[src/rtl/l2norm_pkg.sv]
// Shared types and helpers for the streaming L2-norm engine.
package l2norm_pkg;

    typedef enum logic [1:0] {
        ACCUM  = 2'd0,
        SQRT   = 2'd1,
        OUTPUT = 2'd2
    } state_t;

    // Upper bound on any accumulator/beat-sum width handled by sat_add.
    localparam int MAX_W = 128;

    function automatic int beat_sum_w(input int lanes, input int elem_w);
        return 2 * elem_w + $clog2(lanes);
    endfunction

    // Adds a and b and clamps the result to 2^w-1; ovf reports the clamp.
    function automatic logic [MAX_W-1:0] sat_add(input logic [MAX_W-1:0] a,
                                                 input logic [MAX_W-1:0] b,
                                                 input int unsigned      w,
                                                 output logic            ovf);
        logic [MAX_W:0] sum;
        logic [MAX_W:0] lim;
        sum = {1'b0, a} + {1'b0, b};
        lim = ((MAX_W+1)'(1) << w) - (MAX_W+1)'(1);
        ovf = (sum > lim);
        return ovf ? lim[MAX_W-1:0] : sum[MAX_W-1:0];
    endfunction

endpackage

[src/rtl/isqrt_radix4.sv]
// Restoring integer square root: consumes two radicand bits per cycle,
// ACC_W/2 cycles after start; done pulses for one cycle with root valid.
module isqrt_radix4 #(
    parameter int ACC_W = 48
) (
    input  logic               clock,
    input  logic               reset,
    input  logic               start,
    input  logic [ACC_W-1:0]   radicand,
    output logic               busy,
    output logic               done,
    output logic [ACC_W/2-1:0] root
);
    localparam int OUT_W = ACC_W / 2;
    localparam int REM_W = OUT_W + 1;
    localparam int WRK_W = OUT_W + 3;
    localparam int CNT_W = $clog2(OUT_W + 1);

    logic [ACC_W-1:0] rad_q, rad_d;
    logic [REM_W-1:0] rem_q, rem_d;
    logic [OUT_W-1:0] root_q, root_d;
    logic [CNT_W-1:0] cnt_q, cnt_d;
    logic             busy_q, busy_d;
    logic             done_q, done_d;

    logic [WRK_W-1:0] rem_shift;
    logic [WRK_W-1:0] trial;
    logic             take;

    // Remainder never exceeds 2*root, so REM_W bits hold it between steps.
    always_comb begin
        rem_shift = {rem_q, rad_q[ACC_W-1 -: 2]};
        trial     = WRK_W'({root_q, 2'b01});
        take      = (rem_shift >= trial);

        rad_d  = rad_q;
        rem_d  = rem_q;
        root_d = root_q;
        cnt_d  = cnt_q;
        busy_d = busy_q;
        done_d = 1'b0;

        if (start) begin
            rad_d  = radicand;
            rem_d  = '0;
            root_d = '0;
            cnt_d  = CNT_W'(OUT_W);
            busy_d = 1'b1;
        end else if (busy_q) begin
            rad_d  = rad_q << 2;
            rem_d  = REM_W'(take ? (rem_shift - trial) : rem_shift);
            root_d = OUT_W'({root_q, take});
            cnt_d  = cnt_q - CNT_W'(1);
            if (cnt_q == CNT_W'(1)) begin
                busy_d = 1'b0;
                done_d = 1'b1;
            end
        end
    end

    always_ff @(posedge clock) begin
        if (reset) begin
            rad_q  <= '0;
            rem_q  <= '0;
            root_q <= '0;
            cnt_q  <= '0;
            busy_q <= 1'b0;
            done_q <= 1'b0;
        end else begin
            rad_q  <= rad_d;
            rem_q  <= rem_d;
            root_q <= root_d;
            cnt_q  <= cnt_d;
            busy_q <= busy_d;
            done_q <= done_d;
        end
    end

    assign busy = busy_q;
    assign done = done_q;
    assign root = root_q;

endmodule

[src/rtl/l2_norm_axis_multi.sv]
// AXI-Stream L2 norm: sums squared kept lanes over a packet (saturating),
// then emits floor(sqrt(sum)) as a single back-pressured result beat.
module l2_norm_axis_multi
    import l2norm_pkg::*;
#(
    parameter  int LANES  = 4,
    parameter  int ELEM_W = 16,
    parameter  int ACC_W  = 48,
    localparam int OUT_W  = ACC_W / 2
) (
    input  logic                    clock,
    input  logic                    reset,
    input  logic [LANES*ELEM_W-1:0] in_tdata,
    input  logic [LANES-1:0]        in_tkeep,
    input  logic                    in_tvalid,
    output logic                    in_tready,
    input  logic                    in_tlast,
    output logic [OUT_W-1:0]        out_tdata,
    output logic                    out_tuser,
    output logic                    out_tvalid,
    input  logic                    out_tready,
    output logic                    out_tlast,
    output state_t                  dbg_state_o
);
    localparam int BS_W = beat_sum_w(LANES, ELEM_W);

    state_t           state_q, state_d;
    logic [ACC_W-1:0] acc_q, acc_d;
    logic             sat_q, sat_d;
    logic [OUT_W-1:0] out_tdata_q, out_tdata_d;
    logic             out_tuser_q, out_tuser_d;
    logic             out_tvalid_q, out_tvalid_d;

    logic [BS_W-1:0]  beat_sum;
    logic [ACC_W-1:0] acc_next;
    logic             sat_ovf;
    logic             sq_start;
    logic             sq_busy;
    logic             sq_done;
    logic [OUT_W-1:0] sq_root;

    function automatic logic [2*ELEM_W-1:0] square(input logic signed [ELEM_W-1:0] e);
        logic signed [2*ELEM_W-1:0] p;
        p = (2*ELEM_W)'(e) * (2*ELEM_W)'(e);
        return p;
    endfunction

    always_comb begin
        beat_sum = '0;
        for (int i = 0; i < LANES; i++) begin
            if (in_tkeep[i]) begin
                beat_sum = beat_sum + BS_W'(square(in_tdata[i*ELEM_W +: ELEM_W]));
            end
        end
    end

    always_comb begin
        sat_ovf  = 1'b0;
        acc_next = ACC_W'(sat_add(MAX_W'(acc_q), MAX_W'(beat_sum), ACC_W, sat_ovf));
    end

    // Handshakes: a beat transfers on a rising edge where valid && ready; a
    // source holds its payload stable while valid is high and ready is low.
    assign in_tready = (state_q == ACCUM) && !reset;

    always_comb begin
        state_d      = state_q;
        acc_d        = acc_q;
        sat_d        = sat_q;
        out_tdata_d  = out_tdata_q;
        out_tuser_d  = out_tuser_q;
        out_tvalid_d = out_tvalid_q;
        sq_start     = 1'b0;
        case (state_q)
            ACCUM: begin
                if (in_tvalid) begin
                    acc_d = acc_next;
                    sat_d = sat_q | sat_ovf;
                    if (in_tlast) begin
                        sq_start = 1'b1;
                        state_d  = SQRT;
                    end
                end
            end
            SQRT: begin
                if (sq_done && !sq_busy) begin
                    out_tdata_d  = sq_root;
                    out_tuser_d  = sat_q;
                    out_tvalid_d = 1'b1;
                    state_d      = OUTPUT;
                end
            end
            OUTPUT: begin
                if (out_tready) begin
                    out_tvalid_d = 1'b0;
                    acc_d        = '0;
                    sat_d        = 1'b0;
                    state_d      = ACCUM;
                end
            end
            default: state_d = ACCUM;
        endcase
    end

    always_ff @(posedge clock) begin
        if (reset) begin
            state_q      <= ACCUM;
            acc_q        <= '0;
            sat_q        <= 1'b0;
            out_tdata_q  <= '0;
            out_tuser_q  <= 1'b0;
            out_tvalid_q <= 1'b0;
        end else begin
            state_q      <= state_d;
            acc_q        <= acc_d;
            sat_q        <= sat_d;
            out_tdata_q  <= out_tdata_d;
            out_tuser_q  <= out_tuser_d;
            out_tvalid_q <= out_tvalid_d;
        end
    end

    // The radicand is the post-update accumulator so the tlast beat counts.
    isqrt_radix4 #(.ACC_W(ACC_W)) u_isqrt (
        .clock    (clock),
        .reset    (reset),
        .start    (sq_start),
        .radicand (acc_next),
        .busy     (sq_busy),
        .done     (sq_done),
        .root     (sq_root)
    );

    assign out_tdata   = out_tdata_q;
    assign out_tuser   = out_tuser_q;
    assign out_tvalid  = out_tvalid_q;
    assign out_tlast   = out_tvalid_q;
    assign dbg_state_o = state_q;

endmodule
[config.mk]
export PLATFORM = sky130hd
export DESIGN_NAME = l2_norm_axis_multi
export DESIGN_NICKNAME = d
export VERILOG_FILES = /design/src/rtl/l2norm_pkg.sv /design/src/rtl/isqrt_radix4.sv /design/src/rtl/l2_norm_axis_multi.sv
export SDC_FILE = /design/constraint.sdc
export NUM_CORES = 2
export LEC_CHECK = 0
export ABC_CLOCK_PERIOD_IN_PS = 12150
export BUFFER_PORTS_ARGS = -buffer_cell sky130_fd_sc_hd__clkbuf_2
export CAP_MARGIN = 30
export CORE_AREA = 4 4 299 301
export CTS_CLUSTER_DIAMETER = 80
export DETAILED_ROUTE_END_ITERATION = 10
export DIE_AREA = 0 0 303 305
export PLACE_DENSITY_LB_ADDON = 0.2
export SLEW_MARGIN = 30
export SYNTH_ARGS = -nofsm -noshare
export SYNTH_HDL_FRONTEND = slang
export SYNTH_SLANG_ARGS = --single-unit
[constraint.sdc]
create_clock -name clock -period 12.15 [get_ports clock]
set_input_delay 1.215 -clock clock [delete_from_list [all_inputs] [get_ports clock]]
set_output_delay 1.215 -clock clock [all_outputs]
set_load 0.005 [all_outputs]
==> flow_summary.toml <==
[run_status]
status = "finished, violations left"
violations = "negative setup slack"

[global_route]
overflow = 0
grt_max_degree = 95
grtUsageTotal_pct = 31.12
grt_pass1_vias = 47447
antenna_found_initial = 0
grt_first_pass_wirelength_um = 235100

[synthesis]
seq_area_frac_synth_pct = 6.916
synth_cell_types = 108
yosysWarnings = 0
syn_area_per_cell_um2 = 8.669
synth_area_leaders = "fa_1, ha_1, inv_1"
synth_fp_nets = 7571
synthesis.area_um2 = 52390
ys.flop_type = "dfxtp_1"
synth_seq_cells = 181
syn_inst = 6043
ys_async_sr_fraction_pct = 0
synth_top_cell_by_area = "fa_1"
synth_edf_count = 0
netlist.area_leader.share_pct = 36.65

[worst_setup_path]
required_ps = 12520
path_buf_inv = 18
rr_endpoint = "u_isqrt.rem_q[4]$_SDFFE_PP0P_"
endpoint_kind = "register"
r2r_cells = 13
cpMaxStageDelayCell = "fa_1"
r2r_slack_ps = 8170
critPathKind = "in -> reg"
cp_max_fo = 7
cp_top_family = "adder cells"
arrival_ps = 13420
critical_path.max_stage_delay_ps = 540
r2r-start = "u_isqrt.root[0]$_SDFFE_PP0P_"
worstSetupStartpointType = "input port"

[clocking]
clk_path_buf_depth = 2
postCtsHoldBufs = 0
htree_levels = 4
clock-sinks = 181
insertion_delay_ps = 460
cts_root_buf = "clkbuf_16"
cts_tree = "done"
cts_buffers = 17
clk_transition_reported_paths_ps = 80

[floorplan]
num_rows = 108
coreArea_um2 = 86620
ioPinCount = 103
dieArea_um2 = 92420
die-height_um = 305
die_x_um = 303
start_util_pct = 60.48

[finish]
drive_gt1_share_pct = 22.34
area_growth_pct = 22.19
design_area_um2 = 64020
nNetsFinal = 8472
num_antenna_cells = 0
final_cell_mix = "inv_1, fa_1, buf_4, nand2_1, ha_1"
final_common_cell = "inv_1"

[placed_design]
dp_hpwl_um = 117800
port_buffers = 102
globalplace.congestion = 0.9718
dpl_cell_area_um2 = 60950

[timing]
rsz0062_at_grt = "true"
period_share_pct = 107.4
slew_headroom_pct = 31.02
final.setup.worst_slack_ps = -903.3
maxSlewViolCount = 0
skew_ps = 14.47
period_needed_ps = 13050
final-hold-violation-count = 0
finalSetupViolations = 97
fmax_mhz = 76.61
worst_pin_slew_ps = 1034

[detailed_routing]
vias_per_cell = 5.509
num_vias = 44687
wl_per_cell_um = 17.45
initialDrtViolationCount = 2833
ant_nets = 0
drt_first_pass_iters = 8
drcViolationCount = 0
wirelength_um = 141600

[worst_hold_path]
worst_hold_startpoint = "out_tdata[23]$_SDFFE_PP0P_"
hp-class = "reg -> reg"
hold_depth = 2
hold_path_end = "out_tdata[23]$_SDFFE_PP0P_"

[job]
maxCapViolations = 0
==> sequential cells by signal (all words and copies together), names as in the netlist, 2 cells and up <==
name           cells
acc_q             48
u_isqrt.rad_q     48
u_isqrt.rem_q     25
out_tdata         24
u_isqrt.root      24
u_isqrt.cnt_q      5
dbg_state_o        2
==> how the worst max path moves through the flow <==
stage | from | endpoint | slack [ps] | cells past startpoint
6_report | in_tdata[6] | u_isqrt.rad_q[9]$_SDFFE_PP0P_ | -900 | 62
2_1_floorplan | in_tdata[1] | acc_q[42]$_SDFFE_PP0P_ | -280 | 56
3_5_place_dp | in_tdata[18] | u_isqrt.rad_q[22]$_SDFFE_PP0P_ | -1740 | 55
3_3_place_gp | in_tdata[22] | u_isqrt.rad_q[27]$_SDFFE_PP0P_ | -1630 | 56
5_1_grt | in_tdata[6] | acc_q[40]$_SDFFE_PP0P_ | -1380 | 60
4_1_cts | in_tdata[22] | u_isqrt.rad_q[26]$_SDFFE_PP0P_ | -820 | 59
==> synthesized netlist by cell type, types with 11 or more instances <==
cell type	instances
inv_1	1388
fa_1	959
nand2_1	518
ha_1	496
nor2_1	284
a21oi_1	280
and2_1	202
xnor2_1	201
dfxtp_1	181
clkbuf_1	170
o21ai_0	145
a21o_1	138
mux2i_1	85
xor2_1	84
nor3_1	74
a211oi_1	72
nand3_1	65
nand2b_1	58
nor2b_1	52
mux2_2	51
o21a_1	42
and3_1	41
o21bai_1	40
nand4_1	28
a31oi_1	25
or2_2	21
or3_1	20
a311oi_1	16
o211ai_1	16
nor3b_1	15
a221oi_1	14
o21ai_1	14
nand3b_1	12
o31ai_1	12
buf_1	11
==> routing by layer <==
| metal | up-vias | track usage, % | part of all wire [%] | wire, µm |
|---|---|---|---|---|
| li1 | 20877 | - | - | - |
| met1 | 22324 | 40.88 | 42 | 58800 |
| met2 | 1220 | 55.25 | 51 | 71610 |
| met3 | 266 | 2.968 | 5.0 | 7069 |
| met4 | 0 | 8.000 | 2.9 | 4092 |
| met5 | - | 0 | 0 | 0 |
==> metrics by stage <==
stage | std cells | hold WS (ps) | setup slack, ps | utilization [%] | setup TNS (ps)
after floorplan | 6043 | 425.6 | -278.7 | - | -10770
after global placement | 7971 | 440.5 | -1631 | 70.35 | -146570
after detailed placement | 7972 | 447.6 | -1744 | 70.37 | -152660
after CTS | 8076 | 458.0 | -816.2 | 72.74 | -68030
after global routing | 8112 | 471.2 | -1381 | 73.91 | -123100
final | 8112 | 457.5 | -903.3 | 73.91 | -75670
==> cell type report <==
cell class,count,area (µm²)
Clock inverter,14,183.9
Fill cell,6411,22600
Clock buffer,18,450.4
Timing Repair Buffer,1076,8290
Sequential cell,181,3627
Inverter,1392,5234
Tap cell,1155,1445
Multi-Input combinational cell,4276,44790
==> logic make-up after synthesis <==
kind of cell / count (synthesis) / share of synthesized area (%)
and+or+nand+nor: 1440 / 13.31
buffers and inverters: 1586 / 11.42
xor gates and xnor gates: 285 / 4.765
adders and majority gates: 1455 / 48.49
DFF: 181 / 6.916
muxes: 136 / 2.720
AOI/OAI and AO/OA: 960 / 12.38
==> worst reg2reg max path, cell delays in order (launching register included) <==
cell and delay, ps:
dfxtp_1 400, inv_1 60, ha_1 340, o21a_1 180, o21ai_1 90, a21oi_1 300, o21ai_0 150, a21oi_1 450
a31o_2 300, a221oi_2 100, o21bai_2 700, buf_4 420, mux2i_1 250, a21oi_1 90
==> timing repair <==
action                                  4_1_cts  5_1_grt
gates resized for setup                     172      192
pin swaps                                   120      123
buffers inserted                             67       40
endpoints found under the hold margin         0        0
endpoints found under the setup margin       97       97
gates cloned                                  6        3
Power is not shown: default switching activity piles up to over one toggle a cycle in this logic, so the estimate is an artifact.
